$ cat src/rtl/axi_lite_read_arbiter_if.sv
// axi_lite_read_arbiter_if: AXI4-Lite read-channel bundle (AR + R) shared by masters and the slave link.
interface axi_lite_read_arbiter_if #(
  parameter int ADDR_W = 32,
  parameter int DATA_W = 32
);
  logic              AR_VALID;
  logic              AR_READY;
  logic [ADDR_W-1:0] AR_ADDR;
  logic              R_VALID;
  logic              R_READY;
  logic [DATA_W-1:0] R_DATA;
  logic [1:0]        R_RESP;
  modport master (
    output AR_VALID, AR_ADDR, R_READY,
    input  AR_READY, R_VALID, R_DATA, R_RESP
  );
  modport slave (
    input  AR_VALID, AR_ADDR, R_READY,
    output AR_READY, R_VALID, R_DATA, R_RESP
  );
endinterface

$ cat src/rtl/axi_lite_read_arbiter.sv
// axi_lite_read_arbiter: two-master to one-slave AXI4-Lite read arbiter, one transaction in flight.
// Define ARB_ROUND_ROBIN_EN for round-robin on contested grants; otherwise M0 has fixed priority.
module axi_lite_read_arbiter #(
  parameter int ADDR_W = 32,
  parameter int DATA_W = 32
) (
  input  logic                    ACLK,
  input  logic                    ARESET,
  axi_lite_read_arbiter_if.slave  m0,
  axi_lite_read_arbiter_if.slave  m1,
  axi_lite_read_arbiter_if.master s,
  output logic                    GRANT,
  output logic                    BUSY
);
  localparam logic [1:0] IDLE = 2'd0;
  localparam logic [1:0] ADDR = 2'd1;
  localparam logic [1:0] DATA = 2'd2;
  logic [1:0]        state_q, state_d;
  logic              ar_valid_q, ar_valid_d;
  logic [ADDR_W-1:0] ar_addr_q, ar_addr_d;
  logic              grant_q, grant_d;
  logic              last_q, last_d;
  logic              req, win, grab, in_addr, in_data, r_done, sel0, sel1;
  logic [DATA_W-1:0] r_data;
  assign req     = m0.AR_VALID | m1.AR_VALID;
`ifdef ARB_ROUND_ROBIN_EN
  // Contested grants go to whichever master was not served last.
  assign win     = (m0.AR_VALID & m1.AR_VALID) ? ~last_q : m1.AR_VALID;
`else
  assign win     = ~m0.AR_VALID;
`endif
  assign grab    = (state_q == IDLE) & req;
  assign in_addr = state_q == ADDR;
  assign in_data = state_q == DATA;
  assign sel0    = in_data & ~grant_q;
  assign sel1    = in_data & grant_q;
  assign r_data  = s.R_DATA;
  assign r_done  = in_data & s.R_VALID & s.R_READY;
  assign m0.AR_READY = grab & ~win;
  assign m1.AR_READY = grab & win;
  assign m0.R_VALID  = sel0 & s.R_VALID;
  assign m0.R_DATA   = sel0 ? r_data : '0;
  assign m0.R_RESP   = sel0 ? s.R_RESP : 2'b00;
  assign m1.R_VALID  = sel1 & s.R_VALID;
  assign m1.R_DATA   = sel1 ? r_data : '0;
  assign m1.R_RESP   = sel1 ? s.R_RESP : 2'b00;
  assign s.R_READY   = sel0 ? m0.R_READY : sel1 & m1.R_READY;
  assign s.AR_VALID  = ar_valid_q;
  assign s.AR_ADDR   = ar_addr_q;
  assign GRANT       = grant_q;
  assign BUSY        = in_addr | in_data;
  always_comb begin
    state_d    = grab ? ADDR :
                 in_addr ? ((ar_valid_q & s.AR_READY) ? DATA : ADDR) :
                 in_data ? (r_done ? IDLE : DATA) : IDLE;
    ar_valid_d = grab | (ar_valid_q & ~s.AR_READY);
    ar_addr_d  = grab ? (win ? m1.AR_ADDR : m0.AR_ADDR) : ar_addr_q;
    grant_d    = grab ? win : grant_q;
    last_d     = grab ? win : last_q;
  end
  always_ff @(posedge ACLK or posedge ARESET) begin
    if (ARESET) begin
      state_q    <= IDLE;
      ar_valid_q <= 1'b0;
      ar_addr_q  <= '0;
      grant_q    <= 1'b0;
      last_q     <= 1'b1;
    end else begin
      state_q    <= state_d;
      ar_valid_q <= ar_valid_d;
      ar_addr_q  <= ar_addr_d;
      grant_q    <= grant_d;
      last_q     <= last_d;
    end
  end
endmodule

$ cat src/flat_wrapper.sv
// flat-port wrapper written by rule: the top's interface ports become plain ports
module axi_lite_read_arbiter_flat 
#(
  parameter int ADDR_W = 32,
  parameter int DATA_W = 32
)
  (ACLK, ARESET, GRANT, BUSY, m0_AR_VALID, m0_AR_ADDR, m0_R_READY, m0_AR_READY, m0_R_VALID, m0_R_DATA, m0_R_RESP, m1_AR_VALID, m1_AR_ADDR, m1_R_READY, m1_AR_READY, m1_R_VALID, m1_R_DATA, m1_R_RESP, s_AR_VALID, s_AR_ADDR, s_R_READY, s_AR_READY, s_R_VALID, s_R_DATA, s_R_RESP);
  axi_lite_read_arbiter_if #(.ADDR_W(ADDR_W), .DATA_W(DATA_W)) m0_i ();
  axi_lite_read_arbiter_if #(.ADDR_W(ADDR_W), .DATA_W(DATA_W)) m1_i ();
  axi_lite_read_arbiter_if #(.ADDR_W(ADDR_W), .DATA_W(DATA_W)) s_i ();
  input  logic ACLK;
  input  logic ARESET;
  output logic GRANT;
  output logic BUSY;
  input wire logic [$bits(m0_i.AR_VALID)-1:0] m0_AR_VALID;
  input wire logic [$bits(m0_i.AR_ADDR)-1:0] m0_AR_ADDR;
  input wire logic [$bits(m0_i.R_READY)-1:0] m0_R_READY;
  output wire logic [$bits(m0_i.AR_READY)-1:0] m0_AR_READY;
  output wire logic [$bits(m0_i.R_VALID)-1:0] m0_R_VALID;
  output wire logic [$bits(m0_i.R_DATA)-1:0] m0_R_DATA;
  output wire logic [$bits(m0_i.R_RESP)-1:0] m0_R_RESP;
  input wire logic [$bits(m1_i.AR_VALID)-1:0] m1_AR_VALID;
  input wire logic [$bits(m1_i.AR_ADDR)-1:0] m1_AR_ADDR;
  input wire logic [$bits(m1_i.R_READY)-1:0] m1_R_READY;
  output wire logic [$bits(m1_i.AR_READY)-1:0] m1_AR_READY;
  output wire logic [$bits(m1_i.R_VALID)-1:0] m1_R_VALID;
  output wire logic [$bits(m1_i.R_DATA)-1:0] m1_R_DATA;
  output wire logic [$bits(m1_i.R_RESP)-1:0] m1_R_RESP;
  output wire logic [$bits(s_i.AR_VALID)-1:0] s_AR_VALID;
  output wire logic [$bits(s_i.AR_ADDR)-1:0] s_AR_ADDR;
  output wire logic [$bits(s_i.R_READY)-1:0] s_R_READY;
  input wire logic [$bits(s_i.AR_READY)-1:0] s_AR_READY;
  input wire logic [$bits(s_i.R_VALID)-1:0] s_R_VALID;
  input wire logic [$bits(s_i.R_DATA)-1:0] s_R_DATA;
  input wire logic [$bits(s_i.R_RESP)-1:0] s_R_RESP;
  assign m0_i.AR_VALID = m0_AR_VALID;
  assign m0_i.AR_ADDR = m0_AR_ADDR;
  assign m0_i.R_READY = m0_R_READY;
  assign m0_AR_READY = m0_i.AR_READY;
  assign m0_R_VALID = m0_i.R_VALID;
  assign m0_R_DATA = m0_i.R_DATA;
  assign m0_R_RESP = m0_i.R_RESP;
  assign m1_i.AR_VALID = m1_AR_VALID;
  assign m1_i.AR_ADDR = m1_AR_ADDR;
  assign m1_i.R_READY = m1_R_READY;
  assign m1_AR_READY = m1_i.AR_READY;
  assign m1_R_VALID = m1_i.R_VALID;
  assign m1_R_DATA = m1_i.R_DATA;
  assign m1_R_RESP = m1_i.R_RESP;
  assign s_AR_VALID = s_i.AR_VALID;
  assign s_AR_ADDR = s_i.AR_ADDR;
  assign s_R_READY = s_i.R_READY;
  assign s_i.AR_READY = s_AR_READY;
  assign s_i.R_VALID = s_R_VALID;
  assign s_i.R_DATA = s_R_DATA;
  assign s_i.R_RESP = s_R_RESP;
  axi_lite_read_arbiter #(.ADDR_W(ADDR_W), .DATA_W(DATA_W)) u_core (.ACLK(ACLK), .ARESET(ARESET), .m0(m0_i), .m1(m1_i), .s(s_i), .GRANT(GRANT), .BUSY(BUSY));
endmodule
$ cat config.mk
export PLATFORM = sky130hd
export DESIGN_NAME = axi_lite_read_arbiter_flat
export DESIGN_NICKNAME = d
export VERILOG_FILES = /design/src/rtl/axi_lite_read_arbiter_if.sv /design/src/rtl/axi_lite_read_arbiter.sv /design/src/flat_wrapper.sv
export SDC_FILE = /design/constraint.sdc
export NUM_CORES = 1
export LEC_CHECK = 0
export BUFFER_PORTS_ARGS = -buffer_cell sky130_fd_sc_hd__buf_2
export CAP_MARGIN = 0
export CORE_AREA = 2 2 83 85
export CTS_CLUSTER_SIZE = 10
export DETAILED_ROUTE_END_ITERATION = 7
export DIE_AREA = 0 0 85 87
export PLACE_DENSITY_LB_ADDON = 0.25
export SYNTH_ARGS = -nofsm -noshare
export SYNTH_HDL_FRONTEND = slang
export SYNTH_SLANG_ARGS = --single-unit
$ cat constraint.sdc
create_clock -name ACLK -period 1.6 [get_ports ACLK]
set_input_delay 0.08 -clock ACLK [delete_from_list [all_inputs] [get_ports ACLK]]
set_output_delay 0.08 -clock ACLK [all_outputs]
set_load 0.05 [all_outputs]
# ---- Word-level counts from Yosys, hierarchy flattened
# Index checks and enable logic that the tools add are counted.
dict set report word_totals {
  reg_bits 36
  wordCells 36
  in_bits 106
  out_inout_bits 108
}
dict set report op_classes {
  n_reduce_logical 1
  muxes 11
  n_bitwise 18
  eq_ne 2
}
# cell count
set op_table {}
lappend op_table {{$mux W32} 3}
lappend op_table {{$mux W2} 7}
lappend op_table {{$and A1 B1 Y1} 12}
lappend op_table {{$not A1 Y1} 3}
lappend op_table {{$or A1 B1 Y1} 3}
lappend op_table {{$eq A2 B1 Y1 const B} 1}
lappend op_table {{$eq A2 B2 Y1 const B} 1}
lappend op_table {{$logic_not A2 Y1} 1}
lappend op_table {{$mux W1} 1}

# ---- Longest topological paths before layout
# Gate-level depths: netlist (run 1).
dict set report logic_depth {
  depth_word 9
  depth_mapped 6
  mapped_depth_nobuf 4
}

# ---- Worst setup path after synthesis (run 1)
# No wires, ideal clock.
dict set report synth_path {
  path_type {register -> output}
  from {reg u_core.state_q[0]}
  to {out s_R_READY}
  arrival_time_ns 1.754
  path_slack_ns -0.234
  stages_incl_launch_ff 6
  path_buffers 2
  path_cell_list {dfrtp_1 > inv_1 > ha_1 > clkbuf_1 > clkbuf_1 > nor2b_1}
}
dict set report synth_via {
  elab_chain_cells 4
  elab_cells_between_ends 5
}
# item line
set synth_lines {}
lappend synth_lines {{start: declaration} axi_lite_read_arbiter.sv:18} ;# logic [1:0] state_q, state_d;
lappend synth_lines {{start signal: assignment} axi_lite_read_arbiter.sv:69} ;# state_q <= state_d;
lappend synth_lines {{$eq A2 B2 Y1 *} axi_lite_read_arbiter.sv:34} ;# assign in_data = state_q == DATA;
lappend synth_lines {{$and A1 B1 Y1} axi_lite_read_arbiter.sv:36} ;# assign sel1 = in_data & grant_q;
lappend synth_lines {{$and A1 B1 Y1} axi_lite_read_arbiter.sv:47} ;# assign s.R_READY = sel0 ? m0.R_READY : sel1 & m1.R_READY;
lappend synth_lines {{$mux W1 *} axi_lite_read_arbiter.sv:47}
lappend synth_lines {{end: declaration} flat_wrapper.sv:31} ;# output wire logic [$bits(s_i.R_READY)-1:0] s_R_READY;
# Every way passes the cells marked *; elsewhere a longest branch is shown, timed or not.

# ---- Worst setup path after layout (run 1)
dict set report layout_path {
  from {reg u_core.state_q[0]}
  to {out m0_R_DATA[26]}
}
dict set report layout_via {
  elab_chain_cells 3
}
# item line
set layout_lines {}
lappend layout_lines {{$eq A2 B2 Y1} axi_lite_read_arbiter.sv:34}
lappend layout_lines {{$and A1 B1 Y1} axi_lite_read_arbiter.sv:35} ;# assign sel0 = in_data & ~grant_q;
lappend layout_lines {{$mux W32} axi_lite_read_arbiter.sv:42} ;# assign m0.R_DATA = sel0 ? r_data : '0;
lappend layout_lines {{end: declaration} flat_wrapper.sv:20} ;# output wire logic [$bits(m0_i.R_DATA)-1:0] m0_R_DATA;
# No other way between the ends.

==> impl_table.tex, run 1 <==
\begin{tabular}{lr}
\hline
Metric & Value \\
\hline
\multicolumn{2}{l}{\textbf{Power and ir drop}} \\
\quad Seq pwr share & 23.0\% \\
\quad Power per standard cell area & $\sim$1700 nW/µm² \\
\quad Clock group share of total power & around 8.7\% \\
\quad Combinational power share & between 60\% and 70\% \\
\quad Worst-case vdd ir drop & 1.259 mV \\
\quad Internal power & 3.498 mW \\
\quad Switching part of the total power & 51.31\% \\
\quad Switching pwr & between 3 and 4 mW \\
\quad P\_leak & between 2 and 2.5 nW \\
\quad Post-route total power & between 7 and 8 mW \\
\multicolumn{2}{l}{\textbf{Route}} \\
\quad Number of detailed-route iterations in the first pass & 4 \\
\quad Via-to-Cell Ratio & approximately 4.8 \\
\quad Vias after detailed routing & between 2k and 2.5k \\
\quad Initial drt markers & 32 \\
\quad Remaining DRCs & 0 \\
\quad Antenna-violating nets left & 0 \\
\quad Total Wirelength & about 8 mm \\
\quad Average wire per cell in the routed design & 15.60 µm \\
\multicolumn{2}{l}{\textbf{Finish}} \\
\quad Leading cell type in the layout, fill and taps excluded & sky130\_fd\_sc\_hd\_\_buf\_2 \\
\quad \# fillers & 515 \\
\quad \# nets final & approximately 540 \\
\quad Area Growth Syn to Fin & 75.98\% \\
\quad Fin util & $\sim$66\% \\
\quad Final non-filler cell area & about 4300 µm² \\
\quad Fraction of layout cells with a size suffix above 1 & 86.01\% \\
\quad Top library cells by usage in the layout, fill and taps aside & sky130\_fd\_sc\_hd\_\_buf\_2 (140), sky130\_fd\_sc\_hd\_\_buf\_4 (41), sky130\_fd\_sc\_hd\_\_dfrtp\_1 (36) \\
\multicolumn{2}{l}{\textbf{Hold path}} \\
\quad Worst min-delay path startpoint & m1\_AR\_VALID \\
\quad Class of the worst hold path & input port to register \\
\multicolumn{2}{l}{\textbf{GRT}} \\
\quad Global-route wire length before repair & 11.85 mm \\
\quad Largest net degree at the start of global routing & 38 \\
\quad Overflow left after global routing & 0 \\
\quad Initial antenna violation count & 3 \\
\quad Overall fraction of global-route tracks in use & approximately a fifth \\
\quad Vias in the first global route & around 2.3k \\
\multicolumn{2}{l}{\textbf{STA}} \\
\quad Final period utilization & 104.2\% \\
\quad Worst slew margin relative to its limit & 69.49\% \\
\quad Final setup skew & approximately 0.0072 ns \\
\quad Maximum operating frequency & $\sim$0.60 GHz \\
\quad Pins over their slew limit & 0 \\
\quad PnR worst setup slack & -0.06735 ns \\
\quad Post-Route Hold Slack & around 0.11 ns \\
\quad Fin crit period & 1.667 ns \\
\quad Setup repair after global routing missed its margin & true \\
\quad Total of endpoints with negative setup slack in the final report & 39 \\
\quad Worst Tran Pin Value & about 0.46 ns \\
\quad Final hold violation count & 0 \\
\multicolumn{2}{l}{\textbf{Placement}} \\
\quad Weighted congestion reported at the end of routability-driven placement & 0.7683 \\
\quad DP Area & around 3700 µm² \\
\quad Number of port buffers & roughly 210 \\
\quad Post-detail-place hpwl & between 5 and 6 mm \\
\multicolumn{2}{l}{\textbf{Setup path}} \\
\quad Reg2reg start & u\_core.state\_q[1] \\
\quad Cell Chain, Critical Path & inv\_2, ha\_4, nor2b\_4, buf\_8, and2\_2, buf\_8 \\
\quad Critical Path Source Type & register \\
\quad Kind of critical path & register to output pin \\
\quad Crit path capture type & output pin \\
\quad Crit. Startpoint & u\_core.state\_q[0] \\
\quad Required arrival time at the worst endpoint & roughly 1.5 ns \\
\quad Max stage delay on crit path & 0.39 ns \\
\quad Highest-delay cell along the critical path & sky130\_fd\_sc\_hd\_\_dfrtp\_1 \\
\quad Max Fanout on Critical Path & 17 \\
\quad Crit-path most repeated cell & sky130\_fd\_sc\_hd\_\_buf\_8 \\
\quad Worst endpoint data arrival time & about 1.6 ns \\
\multicolumn{2}{l}{\textbf{Run status}} \\
\quad Violated checks & negative setup slack \\
\quad Run status & finished, violations left \\
\multicolumn{2}{l}{\textbf{Synth}} \\
\quad Area share of the leading cell type in the synthesized netlist & between 30\% and 40\% \\
\quad XOR/XNOR share of the synthesized area & 0\% \\
\quad Syn Area/Cell & roughly 12 µm² \\
\quad Biggest area contributors in the synthesized netlist & sky130\_fd\_sc\_hd\_\_dfrtp\_1 (36\%), sky130\_fd\_sc\_hd\_\_mux2\_4 (18\%), sky130\_fd\_sc\_hd\_\_mux2\_2 (16\%) \\
\quad Sequential-to-total area share from yosys stat & 36.49\% \\
\quad Simple-gate area share of the yosys netlist & about a fifth \\
\quad Number of instances in the synthesized netlist & around 210 \\
\quad Post-Syn Nets & approximately 320 \\
\quad Flops \& latches, synth & 36 \\
\quad Summed instance area of the synthesized netlist & $\sim$2500 µm² \\
\quad Warning count from the yosys run & 0 \\
\quad Main combinational cell family by area after synthesis & multiplexers \\
\quad Post-synthesis share of cell area spent on full adders, half adders and majority gates & under 10\% \\
\quad Compound-Gate Fraction of Synth Area & 1.673\% \\
\quad Synth unique cells & 22 \\
\quad Largest area contributor in the synthesized netlist & sky130\_fd\_sc\_hd\_\_dfrtp\_1 \\
\quad Post-synthesis mux area share & between 30\% and 40\% \\
\multicolumn{2}{l}{\textbf{Die}} \\
\quad Die extent in y & between 80 and 90 µm \\
\quad Num ports & between 200 and 250 \\
\quad Standard-cell row count & 30 \\
\quad Initial core utilization & between 30\% and 40\% \\
\quad Core Area & $\sim$6600 µm² \\
\quad Die span in x & 85 µm \\
\quad Die area & between 7000 and 8000 µm² \\
\multicolumn{2}{l}{\textbf{Clock tree}} \\
\quad Clock transition at path regs & around 0.070 ns \\
\quad Clock network latency to the later pin of the worst-skew pair & approximately 0.28 ns \\
\quad Number of CTS-inserted buffers & 5 \\
\quad Maximum buffer depth of the clock tree & 2 \\
\quad TritonCTS clock tree & done \\
\quad H-Tree Depth & 2 \\
\quad CTS Root Buffer Type & sky130\_fd\_sc\_hd\_\_clkbuf\_8 \\
\quad Number of sinks handled by clock tree synthesis & 36 \\
\multicolumn{2}{l}{\textbf{Run}} \\
\quad Number of max-cap violations & 0 \\
\hline
\end{tabular}
## power groups by stage
stage / Sequential (mW) / Combinational, mW / Clock [mW]
floorplan: 3.19 / 2.13 / 0
global placement: 1.65 / 4.59 / 0
detailed placement: 1.63 / 4.65 / 0
CTS: 1.65 / 4.91 / 0.667
global route: 1.71 / 5.12 / 0.710
finish: 1.65 / 4.91 / 0.628
## through the flow
| stage | std cells | worst slack, ns | TNS (ns) |
|---|---|---|---|
| after floorplan | 212 | 0.01148 | 0 |
| after global placement | 496 | 0.1058 | 0 |
| after detailed placement | 496 | 0.07451 | 0 |
| after CTS | 512 | -0.1013 | -3.097 |
| after global routing | 512 | -0.1508 | -7.002 |
| final | 512 | -0.06735 | -1.532 |
## critical path, delay by kind of cell, from the launching register on
| kind | cells | cell delay [ns] |
|---|---|---|
| AND/OR/NAND/NOR | 2 | 0.37 |
| flip-flops | 1 | 0.39 |
| adder cells (fa/ha/maj) | 1 | 0.13 |
| buffers and inverters | 3 | 0.40 |
## metal layers
layer  share of wire [%]  GRT usage [%]  vias up  wire length, µm
met5                   0              0        -                0
met4                 3.2          10.82        0              255
met3                 7.6          5.024       18              604
met2                  51          35.44      139             4083
met1                  38          23.12     1118             3045
li1                    -              -     1164                -
## final cells by class
class / count / area, µm² / share of cell area [%]
tap: 80 / 100.1 / 2.304
antenna: 3 / 7.507 / 0.1728
clock inverter: 1 / 8.758 / 0.2016
multi-input combinational: 152 / 1565 / 36.03
inverter: 5 / 18.77 / 0.4320
clock buffer: 7 / 76.32 / 1.757
sequential: 36 / 900.9 / 20.74
timing repair buffer: 228 / 1667 / 38.36
## synth_stat cells
cell type / count
sky130_fd_sc_hd__nand2_1: 1
sky130_fd_sc_hd__nor2b_1: 3
sky130_fd_sc_hd__o221a_2: 1
sky130_fd_sc_hd__o21a_1: 1
sky130_fd_sc_hd__mux2_2: 35
sky130_fd_sc_hd__a21oi_1: 1
sky130_fd_sc_hd__inv_1: 5
sky130_fd_sc_hd__o21ai_0: 2
sky130_fd_sc_hd__mux2_4: 29
sky130_fd_sc_hd__buf_12: 3
sky130_fd_sc_hd__buf_2: 1
sky130_fd_sc_hd__clkbuf_1: 10
sky130_fd_sc_hd__nor2_1: 1
sky130_fd_sc_hd__buf_4: 3
sky130_fd_sc_hd__buf_6: 2
sky130_fd_sc_hd__nand2b_1: 1
sky130_fd_sc_hd__a21o_1: 1
sky130_fd_sc_hd__and2_1: 36
sky130_fd_sc_hd__dfrtp_1: 36
sky130_fd_sc_hd__mux2i_1: 1
sky130_fd_sc_hd__ha_1: 3
sky130_fd_sc_hd__and3_1: 36
## registers in the layout, summed over array words and instances (netlist names)
signal	flops
u_core.state_q	2
u_core.s.AR_ADDR	32
u_core.GRANT	1
u_core.s.AR_VALID	1
## repair_timing
item | 4_1_cts | 5_1_grt
gates resized for setup | 157 | 27
pin swaps | 3 | 1
setup buffers | 4 | 0
hold endpoints to repair | 37 | 0
cloned | 2 | 0
endpoints found under the setup margin | 72 | 99
hold buffers | 2 | 0
## final timing paths
path                       slack [ns]  depth (start not counted)                   end
min in group asynchronous        0.48                          4  u_core.s.AR_ADDR[19]
max in group asynchronous        0.80                          4   u_core.s.AR_ADDR[4]
hold / removal                   0.11                          3     u_core.s.AR_VALID
setup / recovery                -0.07                          6         m0_R_DATA[26]
hold reg to reg                  0.50                          1   u_core.s.AR_ADDR[9]
setup reg to reg                 0.08                          5  u_core.s.AR_ADDR[28]
## cell families after synthesis
| logic type | count (synthesis) |
|---|---|
| AO/OA/AOI/OAI | 6 |
| adder cells (fa/ha/maj) | 3 |
| buffers and inverters | 24 |
| flip-flops | 36 |
| multiplexers | 65 |
| AND/OR/NAND/NOR | 78 |
(Power assumes the default switching activity.)
==> inputs of run 2 (changes only) <==
CORE_AREA = default   (was 2 2 83 85)
CORE_UTILIZATION = 35   (was default)
DIE_AREA = default   (was 0 0 85 87)
SLEW_MARGIN = 20   (was default)
clock period = 1.35 ns   (was 1.6 ns; I/O delays follow)
==> impl_table.tex, run 2 (synthesis results as in run 1) <==
\begin{tabular}{lr}
\hline
Metric & Value \\
\hline
\multicolumn{2}{l}{\textbf{Setup path}} \\
\quad Worst endpoint data arrival time & 1.65 ns (+0.06 ns) \\
\quad Reg2reg start & u\_core.state\_q[1] \\
\quad Crit path capture type & output pin \\
\quad Critical Path Source Type & register \\
\quad Cell Chain, Critical Path & inv\_2, ha\_4, nor2b\_4, buf\_6, buf\_12, and2\_4, buf\_8 \\
\quad Setup slack on the worst flop-to-flop path & -0.27 ns (-0.35 ns) \\
\quad Kind of critical path & register to output pin \\
\quad Max Fanout on Critical Path & 8 (-9) \\
\quad Highest-delay cell along the critical path & sky130\_fd\_sc\_hd\_\_dfrtp\_1 \\
\quad Crit. Startpoint & u\_core.state\_q[0] \\
\quad Crit path capture & m0\_R\_DATA[16] \\
\quad Max stage delay on crit path & 0.39 ns (about the same) \\
\quad Required arrival time at the worst endpoint & 1.28 ns (-0.24 ns) \\
\quad R2R depth & 7 (+2) \\
\quad R2r endpoint & u\_core.s.AR\_ADDR[18] \\
\multicolumn{2}{l}{\textbf{GRT}} \\
\quad Vias in the first global route & 2,602 (+11\%) \\
\quad Largest net degree at the start of global routing & 37 (-2.6\%) \\
\quad Overall fraction of global-route tracks in use & 26.14\% (+5.7 points) \\
\quad Global-route wire length before repair & 14.69 mm (+24\%) \\
\quad Overflow left after global routing & 0 (unchanged) \\
\quad Initial antenna violation count & 2 (-1) \\
\multicolumn{2}{l}{\textbf{STA}} \\
\quad Final period utilization & 127.3\% \\
\quad Worst slew margin relative to its limit & 69.16\% (-0.33 points) \\
\quad Worst Tran Pin Value & 0.4625 ns (+0.004894 ns) \\
\quad Fin crit period & about 1.7 ns \\
\quad Pins over their slew limit & 0 (unchanged) \\
\quad Maximum operating frequency & about 0.58 GHz \\
\quad Total of endpoints with negative setup slack in the final report & 107 (+170\%) \\
\quad Post-Route Hold Slack & 0.02749 ns (-0.08553 ns) \\
\quad Final setup skew & 0.007897 ns (+0.0006514 ns) \\
\quad Setup repair after global routing missed its margin & true \\
\quad Final hold violation count & 0 (unchanged) \\
\quad PnR worst setup slack & -0.3679 ns (-0.3005 ns) \\
\multicolumn{2}{l}{\textbf{Route}} \\
\quad Average wire per cell in the routed design & 18.71 µm (+20\%) \\
\quad Vias after detailed routing & 2,597 (+6.5\%) \\
\quad Total Wirelength & 10.18 mm (+27\%) \\
\quad Antenna-violating nets left & 0 (unchanged) \\
\quad Initial drt markers & 62 (+94\%) \\
\quad Via-to-Cell Ratio & 4.774 (+0.21\%) \\
\quad Number of detailed-route iterations in the first pass & 4 (unchanged) \\
\quad Remaining DRCs & 0 (unchanged) \\
\multicolumn{2}{l}{\textbf{Die}} \\
\quad Die span in x & 85.99 µm (+1.2\%) \\
\quad Core Area & 6794 µm² (+3.4\%) \\
\quad Num ports & 214 (unchanged) \\
\quad Die area & 7393 µm² (about the same) \\
\quad Standard-cell row count & 30 (unchanged) \\
\quad Initial core utilization & 36.34\% (-1.2 points) \\
\quad Die extent in y & 85.99 µm (-1.2\%) \\
\multicolumn{2}{l}{\textbf{Power and ir drop}} \\
\quad P\_leak & 2.538 nW (+8.0\%) \\
\quad Switching pwr & 4.822 mW (+31\%) \\
\quad Seq pwr share & 20.2\% (-2.8 points) \\
\quad Power per standard cell area & 1904 nW/µm² (+15\%) \\
\quad Combinational power share & 72.2\% (+3.9 points) \\
\quad Worst-case vdd ir drop & 1.355 mV (+7.7\%) \\
\quad Switching part of the total power & 49.00\% (-2.3 points) \\
\quad Internal power & 5.019 mW (+43\%) \\
\quad Clock group share of total power & 7.6\% (-1.1 points) \\
\multicolumn{2}{l}{\textbf{Finish}} \\
\quad \# nets final & 554 (+3.2\%) \\
\quad Fraction of layout cells with a size suffix above 1 & 90.36\% (+4.3 points) \\
\quad Fin util & 76.08\% (+9.9 points) \\
\quad Leading cell type in the layout, fill and taps excluded & sky130\_fd\_sc\_hd\_\_buf\_2 \\
\quad Area Growth Syn to Fin & 109.4\% \\
\quad Top library cells by usage in the layout, fill and taps aside & sky130\_fd\_sc\_hd\_\_buf\_2 (138), sky130\_fd\_sc\_hd\_\_buf\_8 (66), sky130\_fd\_sc\_hd\_\_and2\_4 (36) \\
\quad Flip-flop count of the largest register, all copies and words added & 32 (unchanged) \\
\multicolumn{2}{l}{\textbf{Clock tree}} \\
\quad TritonCTS clock tree & done \\
\quad Maximum buffer depth of the clock tree & 2 (unchanged) \\
\quad H-Tree Depth & 2 (unchanged) \\
\quad Number of sinks handled by clock tree synthesis & 36 (unchanged) \\
\quad Number of CTS-inserted buffers & 5 (unchanged) \\
\quad Clock transition at path regs & 0.07 ns (about the same) \\
\quad CTS Root Buffer Type & sky130\_fd\_sc\_hd\_\_clkbuf\_8 \\
\quad Clock network latency to the later pin of the worst-skew pair & 0.28 ns (about the same) \\
\multicolumn{2}{l}{\textbf{Run}} \\
\quad Number of max-cap violations & 0 (unchanged) \\
\multicolumn{2}{l}{\textbf{Placement}} \\
\quad Number of port buffers & 213 (unchanged) \\
\quad Post-detail-place hpwl & 5.562 mm (-2.2\%) \\
\quad Weighted congestion reported at the end of routability-driven placement & 0.7389 (-3.8\%) \\
\multicolumn{2}{l}{\textbf{Run status}} \\
\quad Run status & finished, violations left \\
\quad Violated checks & negative setup slack \\
\multicolumn{2}{l}{\textbf{Hold path}} \\
\quad Class of the worst hold path & input port to register \\
\quad Worst Hold Depth & 2 (-1) \\
\hline
\end{tabular}
==> run 2: layer usage <==
layer | up-vias | GRT usage [%] | routed length [µm]
met4 | 0 | 10.30 | 353
met1 | 1232 | 28.72 | 3703
li1 | 1202 | - | -
met3 | 21 | 6.064 | 623
met5 | - | 0 | 0
met2 | 142 | 48.34 | 5496
==> run 2: power groups by stage <==
| stage | Clock [mW] | Combinational, mW | Sequential [mW] |
|---|---|---|---|
| 2_1_floorplan | 0 | 2.61 | 3.79 |
| 3_3_place_gp | 0 | 5.54 | 1.95 |
| 3_5_place_dp | 0 | 5.61 | 1.94 |
| 4_1_cts | 0.781 | 6.76 | 1.96 |
| 5_1_grt | 0.832 | 7.36 | 2.05 |
| 6_report | 0.745 | 7.11 | 1.99 |
==> run 2: cell type report <==
type / count / area (µm²)
clock inverters: 3 / 18.77
well taps: 96 / 120.1
multi-input cells: 152 / 1770
repair buffers: 245 / 2261
flip-flops and latches: 36 / 903.4
diodes: 2 / 5.005
inverters: 5 / 21.27
fillers: 402 / 1625
clock buffers: 5 / 68.82
==> run 2: worst max-delay path, delay by kind of cell (launching register included) <==
family | cells | cell delay, ns
flops | 1 | 0.39
fa+ha+maj | 1 | 0.15
buf+inv | 4 | 0.49
simple gates | 2 | 0.35
==> run 2: metrics by stage <==
step / cells / total power [mW] / worst slack, ns / setup TNS (ns) / cell area (µm²)
6_report: 544 / 9.841 / -0.3679 / -28.94 / 5169
5_1_grt: 544 / 10.25 / -0.4171 / -33.94 / 5169
4_1_cts: 543 / 9.500 / -0.3575 / -27.68 / 5049
3_5_place_dp: 514 / 7.548 / -0.2107 / -9.197 / 3830
3_3_place_gp: 514 / 7.490 / -0.1805 / -6.697 / 3830
2_1_floorplan: 212 / 6.397 / -0.05537 / -2.299 / 2643
==> run 2: worst min-delay path by stage <==
stage | from | endpoint | slack, ns
2_1_floorplan | s_AR_READY | u_core.s.AR_VALID | 0.18
3_3_place_gp | ARESET | u_core.s.AR_ADDR[19] | 0.20
3_5_place_dp | ARESET | u_core.s.AR_ADDR[19] | 0.21
4_1_cts | s_AR_READY | u_core.s.AR_VALID | 0.01
5_1_grt | s_AR_READY | u_core.s.AR_VALID | 0.04
6_report | s_AR_READY | u_core.s.AR_VALID | 0.03
==> run 2: what timing repair did <==
item | in CTS | in global routing
gates resized for setup | 232 | 52
setup endpoints to repair | 105 | 109
pin swaps | 18 | 8
gates cloned | 8 | 1
buffers inserted | 12 | 6
hold buffers | 1 | 0
hold endpoints to repair | 36 | 0
==> inputs of run 3 (changes only) <==
CORE_UTILIZATION = 36   (was 35)
CTS_BUF_LIST = sky130_fd_sc_hd__clkbuf_2   (was default)
PLACE_DENSITY = 0.8   (was default)
PLACE_DENSITY_LB_ADDON = default   (was 0.25)
==> impl_table.tex, run 3 (synthesis results as in run 1) <==
\begin{tabular}{lr}
\hline
Metric & Value \\
\hline
\multicolumn{2}{l}{\textbf{Placement}} \\
\quad DP Area & 3811 µm² (-0.49\%) \\
\quad Weighted congestion reported at the end of routability-driven placement & 0.7791 (+5.4\%) \\
\quad Number of port buffers & 213 (unchanged) \\
\quad Post-detail-place hpwl & 5.679 mm (+2.1\%) \\
\multicolumn{2}{l}{\textbf{Setup path}} \\
\quad Max stage delay on crit path & 0.44 ns (+0.05 ns) \\
\quad Max Fanout on Critical Path & 5 (-3) \\
\quad Bufs and invs on worst path & 5 (+1) \\
\quad Cell Chain, Critical Path & inv\_2, ha\_4, nor2b\_4, buf\_6, buf\_12, buf\_16, and2\_4, buf\_8 \\
\quad Highest-delay cell along the critical path & sky130\_fd\_sc\_hd\_\_dfrtp\_1 \\
\quad Critical Path Source Type & register \\
\quad Required arrival time at the worst endpoint & 1.28 ns (about the same) \\
\quad Crit path capture type & output pin \\
\quad Worst endpoint data arrival time & 1.81 ns (+0.16 ns) \\
\quad Crit-path leading delay family & buffers and inverters \\
\quad Kind of critical path & register to output pin \\
\multicolumn{2}{l}{\textbf{Die}} \\
\quad Core Area & 6495 µm² (-4.4\%) \\
\quad Num ports & 214 (unchanged) \\
\quad Die extent in y & 84.81 µm (-1.4\%) \\
\quad Die span in x & 84.81 µm (-1.4\%) \\
\quad Standard-cell row count & 29 (-3.3\%) \\
\quad Initial core utilization & 38.01\% (+1.7 points) \\
\quad Die area & 7193 µm² (-2.7\%) \\
\multicolumn{2}{l}{\textbf{Clock tree}} \\
\quad Maximum buffer depth of the clock tree & 2 (unchanged) \\
\quad Clock network latency to the later pin of the worst-skew pair & 0.37 ns (+0.09 ns) \\
\quad Number of sinks handled by clock tree synthesis & 36 (unchanged) \\
\quad CTS Root Buffer Type & sky130\_fd\_sc\_hd\_\_clkbuf\_2 \\
\quad TritonCTS clock tree & done \\
\quad Clock transition at path regs & 0.19 ns (+0.12 ns) \\
\quad Number of CTS-inserted buffers & 5 (unchanged) \\
\quad H-Tree Depth & 2 (unchanged) \\
\multicolumn{2}{l}{\textbf{GRT}} \\
\quad Overflow left after global routing & 0 (unchanged) \\
\quad Largest net degree at the start of global routing & 30 (-19\%) \\
\quad Initial antenna violation count & 1 (-1) \\
\quad Vias in the first global route & 2,540 (-2.4\%) \\
\quad Global-route wire length before repair & 13.49 mm (-8.2\%) \\
\quad Overall fraction of global-route tracks in use & 24.28\% (-1.9 points) \\
\multicolumn{2}{l}{\textbf{Route}} \\
\quad Number of detailed-route iterations in the first pass & 7 (+3) \\
\quad Initial drt markers & 86 (+39\%) \\
\quad Remaining DRCs & 30 (+30) \\
\quad Total Wirelength & 10.02 mm (-1.5\%) \\
\quad Average wire per cell in the routed design & 18.88 µm (+0.92\%) \\
\quad Via-to-Cell Ratio & 5.087 (+6.6\%) \\
\quad Vias after detailed routing & 2,701 (+4.0\%) \\
\quad Antenna-violating nets left & 0 (unchanged) \\
\multicolumn{2}{l}{\textbf{STA}} \\
\quad Worst Tran Pin Value & 0.5094 ns (+0.04686 ns) \\
\quad Final period utilization & 139.3\% (+12 points) \\
\quad Total of endpoints with negative setup slack in the final report & 109 (+1.9\%) \\
\quad Post-Route Hold Slack & 0.03241 ns (+0.004916 ns) \\
\quad Maximum operating frequency & 0.5316 GHz (-8.7\%) \\
\quad Worst slew margin relative to its limit & 66.00\% (-3.2 points) \\
\quad Setup repair after global routing missed its margin & true \\
\quad Fin crit period & 1.881 ns (+0.1632 ns) \\
\quad PnR worst setup slack & -0.5311 ns (-0.1632 ns) \\
\quad Pins over their slew limit & 0 (unchanged) \\
\quad Final hold violation count & 0 (unchanged) \\
\quad Final setup skew & 0.01045 ns (+0.002552 ns) \\
\multicolumn{2}{l}{\textbf{Finish}} \\
\quad Area Growth Syn to Fin & 112.6\% \\
\quad Final non-filler cell area & 5248 µm² (+1.5\%) \\
\quad \# nets final & 560 (+1.1\%) \\
\quad Top library cells by usage in the layout, fill and taps aside & sky130\_fd\_sc\_hd\_\_buf\_2 (138), sky130\_fd\_sc\_hd\_\_buf\_8 (72), sky130\_fd\_sc\_hd\_\_and2\_4 (36) \\
\quad Leading cell type in the layout, fill and taps excluded & sky130\_fd\_sc\_hd\_\_buf\_2 \\
\quad Fraction of layout cells with a size suffix above 1 & 89.16\% (-1.2 points) \\
\quad Flip-flop count of the largest register, all copies and words added & 32 (unchanged) \\
\multicolumn{2}{l}{\textbf{Run status}} \\
\quad Violated checks & design-rule violations, negative setup slack \\
\quad Run status & finished, violations left \\
\multicolumn{2}{l}{\textbf{Run}} \\
\quad Number of max-cap violations & 0 (unchanged) \\
\multicolumn{2}{l}{\textbf{Power and ir drop}} \\
\quad Power per standard cell area & 1848 nW/µm² (-2.9\%) \\
\quad Worst-case vdd ir drop & 1.795 mV (+32\%) \\
\quad P\_leak & 2.583 nW (+1.8\%) \\
\multicolumn{2}{l}{\textbf{Hold path}} \\
\quad Class of the worst hold path & input port to register \\
\hline
\end{tabular}
run 3: cell types whose count changed in the layout (fill, tap and decap cells not counted), moves of 4 or more:
| cell | change |
|---|---|
| sky130_fd_sc_hd__buf_6 | -7 |
| sky130_fd_sc_hd__buf_8 | +6 |
| sky130_fd_sc_hd__clkbuf_2 | +5 |
| sky130_fd_sc_hd__clkbuf_8 | -5 |
| sky130_fd_sc_hd__buf_16 | +4 |
run 3: per-layer routing:
layer / track usage, % / routed length, µm / vias to the layer above
li1: - / - / 1215
met1: 27.09 / 3605 / 1269
met2: 45.90 / 5281 / 184
met3: 4.961 / 783 / 33
met4: 8.166 / 354 / 0
met5: 0 / 0 / -
run 3: worst paths after layout:
check / from / to / slack [ns] / depth (start not counted)
min in group asynchronous: ARESET / u_core.s.AR_ADDR[27] / 0.23 / 3
max in group asynchronous: ARESET / u_core.GRANT / 0.60 / 4
min: m1_AR_ADDR[4] / u_core.s.AR_ADDR[4] / 0.03 / 3
max reg2reg: u_core.state_q[0] / u_core.state_q[1] / -0.28 / 8
min reg2reg: u_core.s.AR_ADDR[19] / u_core.s.AR_ADDR[19] / 0.53 / 1
max: u_core.state_q[0] / m0_R_DATA[23] / -0.53 / 8
run 3: cell type report:
type	instances	area (µm²)
multi-input combinational	152	1720
sequential	36	902.1
timing repair buffer	251	2435
antenna	2	5.005
tap	77	96.34
clock inverter	3	42.54
inverter	5	21.27
clock buffer	5	25.02
fill	353	1247
run 3: what timing repair did:
item / CTS / global route
setup endpoints to repair: 108 / 109
gates resized for setup: 223 / 60
pin swaps: 20 / 13
setup buffers: 11 / 3
hold buffers: 2 / 0
endpoints found under the hold margin: 13 / 0
cloned: 6 / 6
run 3: power by group:
part | switching [mW] | internal (mW) | leakage, nW
registers | 0.335 | 1.63 | 0.422
clock network | 0.375 | 0.310 | 0.0390
logic | 4.02 | 3.03 | 2.12
total | 4.73 | 4.97 | 2.58
run 3: tightest hold or removal path, stage by stage:
cell and delay, ns:
sky130_fd_sc_hd__buf_2 0.07, sky130_fd_sc_hd__mux2_2 0.13, sky130_fd_sc_hd__mux2_4 0.13
run 3: metrics by stage:
step                utilization, %  total power, mW  TNS (ns)  cells  setup slack [ns]
floorplan                        -            6.397    -2.299    212          -0.05537
global placement             58.68            7.472    -7.793    494           -0.1115
detailed placement           58.68            7.532    -11.10    494           -0.1378
CTS                          75.28            9.268    -37.03    521           -0.4831
global route                 80.76            10.08    -50.13    530           -0.6295
finish                       80.79            9.700    -41.90    531           -0.5311
